===== src/rtl/uart_cmd_parser_pkg.sv =====
// Shared constants and types for the UART command frame parser.
// Frame layout: SYNC, ADDR, DHI, DLO, CHK (CHK = ADDR ^ DHI ^ DLO).
package uart_cmd_parser_pkg;

    localparam logic [7:0] SYNC_BYTE_DEF = 8'hA5;

    typedef enum logic [2:0] {
        S_SYNC = 3'd0,
        S_ADDR = 3'd1,
        S_DHI  = 3'd2,
        S_DLO  = 3'd3,
        S_CHK  = 3'd4
    } state_t;

    typedef enum logic [1:0] {
        ERR_NONE = 2'd0,
        ERR_CHK  = 2'd1,
        ERR_ADDR = 2'd2,
        ERR_TMO  = 2'd3
    } err_t;

endpackage


===== src/rtl/uart_cmd_parser_byte_timeout.sv =====
// Inter-byte timeout counter: counts idle clocks and pulses at the
// terminal count, then restarts from zero so it never wraps.
module uart_byte_timeout #(
    parameter int CLKS = 4340
) (
    input  logic clk_i,
    input  logic rst_i,
    input  logic clr_i,
    input  logic en_i,
    output logic tc_o
);

    localparam int CW = $clog2(CLKS);
    localparam logic [CW-1:0] TC_VAL = CW'(CLKS - 1);

    logic [CW-1:0] cnt_q;

    assign tc_o = (cnt_q == TC_VAL);

    // Count idle clocks; clear on request or when the terminal count is hit.
    always_ff @(posedge clk_i) begin
        if (rst_i || clr_i || tc_o) begin
            cnt_q <= '0;
        end else if (en_i) begin
            cnt_q <= cnt_q + 1'b1;
        end
    end

endmodule


===== src/rtl/uart_cmd_parser.sv =====
// Assembles 5-byte command frames from the UART RX byte stream and turns
// each good frame into a one-cycle 16-bit register write.
module uart_cmd_parser
    import uart_cmd_parser_pkg::*;
#(
    parameter logic [7:0] SYNC_BYTE    = SYNC_BYTE_DEF,
    parameter int         NUM_REGS     = 8,
    parameter int         ADDR_W       = 3,
    parameter int         TIMEOUT_CLKS = 4340
) (
    input  logic              i_Clock,
    input  logic              i_Reset,
    input  logic              i_RX_DV,
    input  logic [7:0]        i_RX_Byte,
    output logic              o_Wr_En,
    output logic [ADDR_W-1:0] o_Wr_Addr,
    output logic [15:0]       o_Wr_Data,
    output logic              o_Frame_Err,
    output logic [1:0]        o_Err_Code,
    output logic              o_Busy
);

    localparam logic [8:0] NUM_REGS_L = 9'(NUM_REGS);

    state_t            state_q;
    logic [7:0]        addr_q;
    logic [7:0]        hi_q;
    logic [7:0]        lo_q;
    logic [7:0]        chk_q;
    logic              wr_en_q;
    logic [ADDR_W-1:0] wr_addr_q;
    logic [15:0]       wr_data_q;
    logic              err_q;
    err_t              code_q;
    logic              tmo_clr;
    logic              tmo_tc;

    // Idle time only matters inside a frame; every byte restarts it.
    assign tmo_clr = i_RX_DV || (state_q == S_SYNC);

    uart_byte_timeout #(
        .CLKS (TIMEOUT_CLKS)
    ) u_tmo (
        .clk_i (i_Clock),
        .rst_i (i_Reset),
        .clr_i (tmo_clr),
        .en_i  (1'b1),
        .tc_o  (tmo_tc)
    );

    // Frame FSM with checksum accumulation and registered strobes.
    always_ff @(posedge i_Clock) begin
        if (i_Reset) begin
            state_q   <= S_SYNC;
            addr_q    <= '0;
            hi_q      <= '0;
            lo_q      <= '0;
            chk_q     <= '0;
            wr_en_q   <= 1'b0;
            wr_addr_q <= '0;
            wr_data_q <= '0;
            err_q     <= 1'b0;
            code_q    <= ERR_NONE;
        end else begin
            wr_en_q <= 1'b0;
            err_q   <= 1'b0;
            if (i_RX_DV) begin
                unique case (state_q)
                    S_SYNC: begin
                        if (i_RX_Byte == SYNC_BYTE) begin
                            state_q <= S_ADDR;
                        end
                    end
                    S_ADDR: begin
                        addr_q  <= i_RX_Byte;
                        chk_q   <= i_RX_Byte;
                        state_q <= S_DHI;
                    end
                    S_DHI: begin
                        hi_q    <= i_RX_Byte;
                        chk_q   <= chk_q ^ i_RX_Byte;
                        state_q <= S_DLO;
                    end
                    S_DLO: begin
                        lo_q    <= i_RX_Byte;
                        chk_q   <= chk_q ^ i_RX_Byte;
                        state_q <= S_CHK;
                    end
                    S_CHK: begin
                        state_q <= S_SYNC;
                        if (i_RX_Byte != chk_q) begin
                            err_q  <= 1'b1;
                            code_q <= ERR_CHK;
                        end else if ({1'b0, addr_q} >= NUM_REGS_L) begin
                            err_q  <= 1'b1;
                            code_q <= ERR_ADDR;
                        end else begin
                            wr_en_q   <= 1'b1;
                            wr_addr_q <= addr_q[ADDR_W-1:0];
                            wr_data_q <= {hi_q, lo_q};
                        end
                    end
                    default: begin
                        state_q <= S_SYNC;
                    end
                endcase
            end else if (tmo_tc && (state_q != S_SYNC)) begin
                state_q <= S_SYNC;
                err_q   <= 1'b1;
                code_q  <= ERR_TMO;
            end
        end
    end

    assign o_Wr_En     = wr_en_q;
    assign o_Wr_Addr   = wr_addr_q;
    assign o_Wr_Data   = wr_data_q;
    assign o_Frame_Err = err_q;
    assign o_Err_Code  = code_q;
    assign o_Busy      = (state_q != S_SYNC);

endmodule

===== config.mk =====
export PLATFORM = sky130hd
export DESIGN_NAME = uart_cmd_parser
export DESIGN_NICKNAME = d
export VERILOG_FILES = /design/src/rtl/uart_cmd_parser_pkg.sv /design/src/rtl/uart_cmd_parser_byte_timeout.sv /design/src/rtl/uart_cmd_parser.sv
export SDC_FILE = /design/constraint.sdc
export NUM_CORES = 1
export LEC_CHECK = 0
export CORE_MARGIN = 1.5
export CORE_UTILIZATION = 67
export DETAILED_ROUTE_END_ITERATION = 10
export DONT_BUFFER_PORTS = 1
export PLACE_DENSITY = 0.87
export SLEW_MARGIN = 10
export SYNTH_ARGS = -nofsm -noshare
export SYNTH_HDL_FRONTEND = slang
export SYNTH_SLANG_ARGS = --single-unit

===== constraint.sdc =====
create_clock -name i_Clock -period 5.3 [get_ports i_Clock]
set_clock_uncertainty 0.2 [all_clocks]
set_input_delay 0.265 -clock i_Clock [delete_from_list [all_inputs] [get_ports i_Clock]]
set_output_delay 0.265 -clock i_Clock [all_outputs]
set_load 0.02 [all_outputs]

==> key figures <==
Status
  – Status: finished, final reports clean

Routing
  – Vias: 2,620
  – Wirelength per Cell: 17.2 um
  – ANT nets after route: 0
  – First drt pass iteration count: 6
  – Avg Vias per Cell: 6.44
  – Drt total wl: 6980 um
  – First DRT Iteration DRCs: 222
  – DRC viols: 0

Logic synthesis
  – Mapped Area: 0.00309 mm^2
  – Avg Inst Size Synth: 8.62 um^2
  – Ys flop type: dfxtp_1
  – Post-Synthesis Net Count: 370
  – Register bit total from synthesis: 71
  – Post-synthesis cell type count: 41
  – Synth async-reset ratio: 0%
  – Gate Count Post-Synth: 358
  – Ys Warns: 0
  – Register area share after synthesis: 46.0%
  – Post-synth EDFFs: 0

Final layout
  – Final instance area: 0.00335 mm^2
  – Nets@finish: 362
  – Fillers: 292
  – Antenna cells: 0
  – Synth-to-layout area growth: 8.43%
  – Ratio of cells with drive above 1 in the final layout: 6.48%

Placement
  – Dpl hpwl: 4040 um
  – Area after DPL: 0.00301 mm^2
  – Port Buffer Count: 0
  – Routability Congestion: 0.811
  – Dpl ws: 2900 ps

CTS
  – Post-CTS Setup Repair Bufs: 0
  – CTS root buf: clkbuf_8
  – CTS tree: built
  – CTS Buf Count: 9
  – H-tree depth: 3
  – Clk sink count: 71
  – Clk pin slew, worst setup/hold paths: 70 ps
  – CTS max path bufs: 2
  – Worst skew pair latency: 350 ps

Setup path
  – CP Launch Type: flip-flop
  – WS Path Type: flip-flop to flip-flop
  – Worst R2R Start: chk_q[7]$_SDFFE_PP0P_
  – CP required: 5360 ps
  – R2R depth: 4
  – Reg-to-Reg End: o_Err_Code[1]$_SDFFE_PP0P_
  – Critical Path AT: 2530 ps
  – CP max FO: 22
  – Flop2flop setup slack: 2840 ps
  – Crit end category: flip-flop

Global routing
  – First-pass GRT wire length: 11,700 um
  – Initial antenna violation count: 0
  – GRT Resource Usage Total: 29.6%
  – Largest net degree at the start of global routing: 59
  – Overflow after GRT: 0
  – Vias in the first global route: 2,420

Timing
  – Setup TNS: 0 ps
  – Period minus WS final: 2460 ps
  – Setup violations, final: 0
  – Hold Fails Final Rpt: 0
  – Fin. max-slew vios: 0
  – FMAX: 406 MHz
  – Final worst setup slack: 2840 ps
  – Worst slew pin tran: 975 ps
  – RSZ-0062 raised after global routing: no
  – Relative slew slack: 34.8%
  – Period utilization: 46.4%

Floorplanning
  – Cell row count: 24
  – Starting Density: 70.4%
  – Core Footprint: 0.00438 mm^2
  – Die H: 70.9 um
  – Die width: 70.9 um
  – Die area: 0.00502 mm^2
  – # IOs: 35

Min path
  – Hold_sp: i_Reset
  – Hold Path Cell Cnt: 2
  – WHS Endpoint: state_q[2]$_SDFFE_PP0P_
  – Type of the most critical hold path: input pin to flip-flop

Power
  – Overall power: 1.05 mW
  – Leakage power: 1.06 nW
  – VDD IR max: 188 uV
  – Cell Pwr Density: 313 mW/mm^2

Run
  – Max-cap violations: 0
==> worst max-delay path: stages (launching register included) <==
cell	delay (ps)
dfxtp_1	330
xnor2_1	230
nand4_1	790
o21ai_0	570
nor3b_1	250
==> cells by family after synthesis <==
group / synth area share [%]
simple gates: 26.5
compound gates: 14.6
flops: 46.0
buf+inv: 4.82
xor+xnor: 7.66
fa+ha+maj: 0.405
==> synth_stat cells (all sizes together) (3+ instances only) <==
cell type,count,area (um^2)
nand2,60,225
dfxtp,71,1420
nand3,12,60.1
o31ai,19,143
inv,3,11.3
clkbuf,16,63.8
xnor2,18,158
buf,13,73.8
xor2,9,78.8
nor4,3,33.8
a21oi,46,230
nand4,25,156
nor2,25,93.8
and4,5,43.8
and3,4,25.0
a211oi,3,22.5
nor3b,3,38.8
==> flip-flops by register name, summed over array words and instances (netlist names) <==
register and count:
addr_q 8, chk_q 8, hi_q 8, lo_q 8, o_Err_Code 2, o_Frame_Err 1, o_Wr_Addr 3, o_Wr_Data 16
o_Wr_En 1, state_q 3, u_tmo.cnt_q 13
==> cell usage in the layout (no fill, tap or decap), drive strengths merged, types with 3 or more instances in the layout <==
cell type	instances
a211oi	3
a21oi	46
and3	4
and4	5
clkbuf	11
dfxtp	71
dlygate4sd3	9
inv	3
nand2	60
nand3	12
nand4	25
nor2	25
nor3b	3
nor4	3
o31ai	19
xnor2	18
xor2	9
==> where the power goes <==
group / internal (mW) / total, mW / switching (mW) / leakage (nW)
Combinational: 0.0108 / 0.0325 / 0.0216 / 0.375
Sequential: 0.533 / 0.533 / 0.000137 / 0.572
Clock: 0.278 / 0.482 / 0.205 / 0.110
==> metal layers <==
layer	GRT usage (%)	vias up	routed length [um]
met5	0	-	0
met4	13.2	0	205
met3	10.8	27	563
met2	45.0	110	3300
met1	37.9	1230	2910
li1	-	1253	-
==> area by class of cell <==
type	count	area, um^2	share of cell area (%)
multi-input cells	255	1520	45.3
flip-flops and latches	71	1420	42.5
clock buffers	11	141	4.22
repair buffers	10	110	3.29
clock inverters	5	81.3	2.43
well taps	52	65.1	1.94
inverters	3	11.3	0.336
==> per-stage QoR <==
step | utilization, % | instances | hold slack, ps
floorplan | - | 358 | 201
global placement | 68.8 | 381 | 141
detailed placement | 68.8 | 381 | 140
CTS | 76.3 | 407 | 33.8
global route | 76.3 | 407 | 44.7
finish | 76.3 | 407 | 38.8
==> worst max-delay path by stage <==
stage | from | end | depth (start not counted)
6_report | chk_q[7]$_SDFFE_PP0P_ | o_Err_Code[1]$_SDFFE_PP0P_ | 4
4_1_cts | chk_q[7]$_SDFFE_PP0P_ | o_Err_Code[1]$_SDFFE_PP0P_ | 4
5_1_grt | chk_q[0]$_SDFFE_PP0P_ | o_Err_Code[1]$_SDFFE_PP0P_ | 4
3_3_place_gp | chk_q[5]$_SDFFE_PP0P_ | o_Err_Code[1]$_SDFFE_PP0P_ | 4
3_5_place_dp | chk_q[7]$_SDFFE_PP0P_ | o_Err_Code[1]$_SDFFE_PP0P_ | 4
2_1_floorplan | u_tmo.cnt_q[0]$_SDFF_PP0_ | u_tmo.cnt_q[10]$_SDFF_PP0_ | 6
==> what timing repair did <==
action / 4_1_cts / 5_1_grt
hold buffers: 10 / 0
endpoints found under the hold margin: 58 / 0
gates resized for setup: 0 / 0
Power figures use the tool's default switching activity.
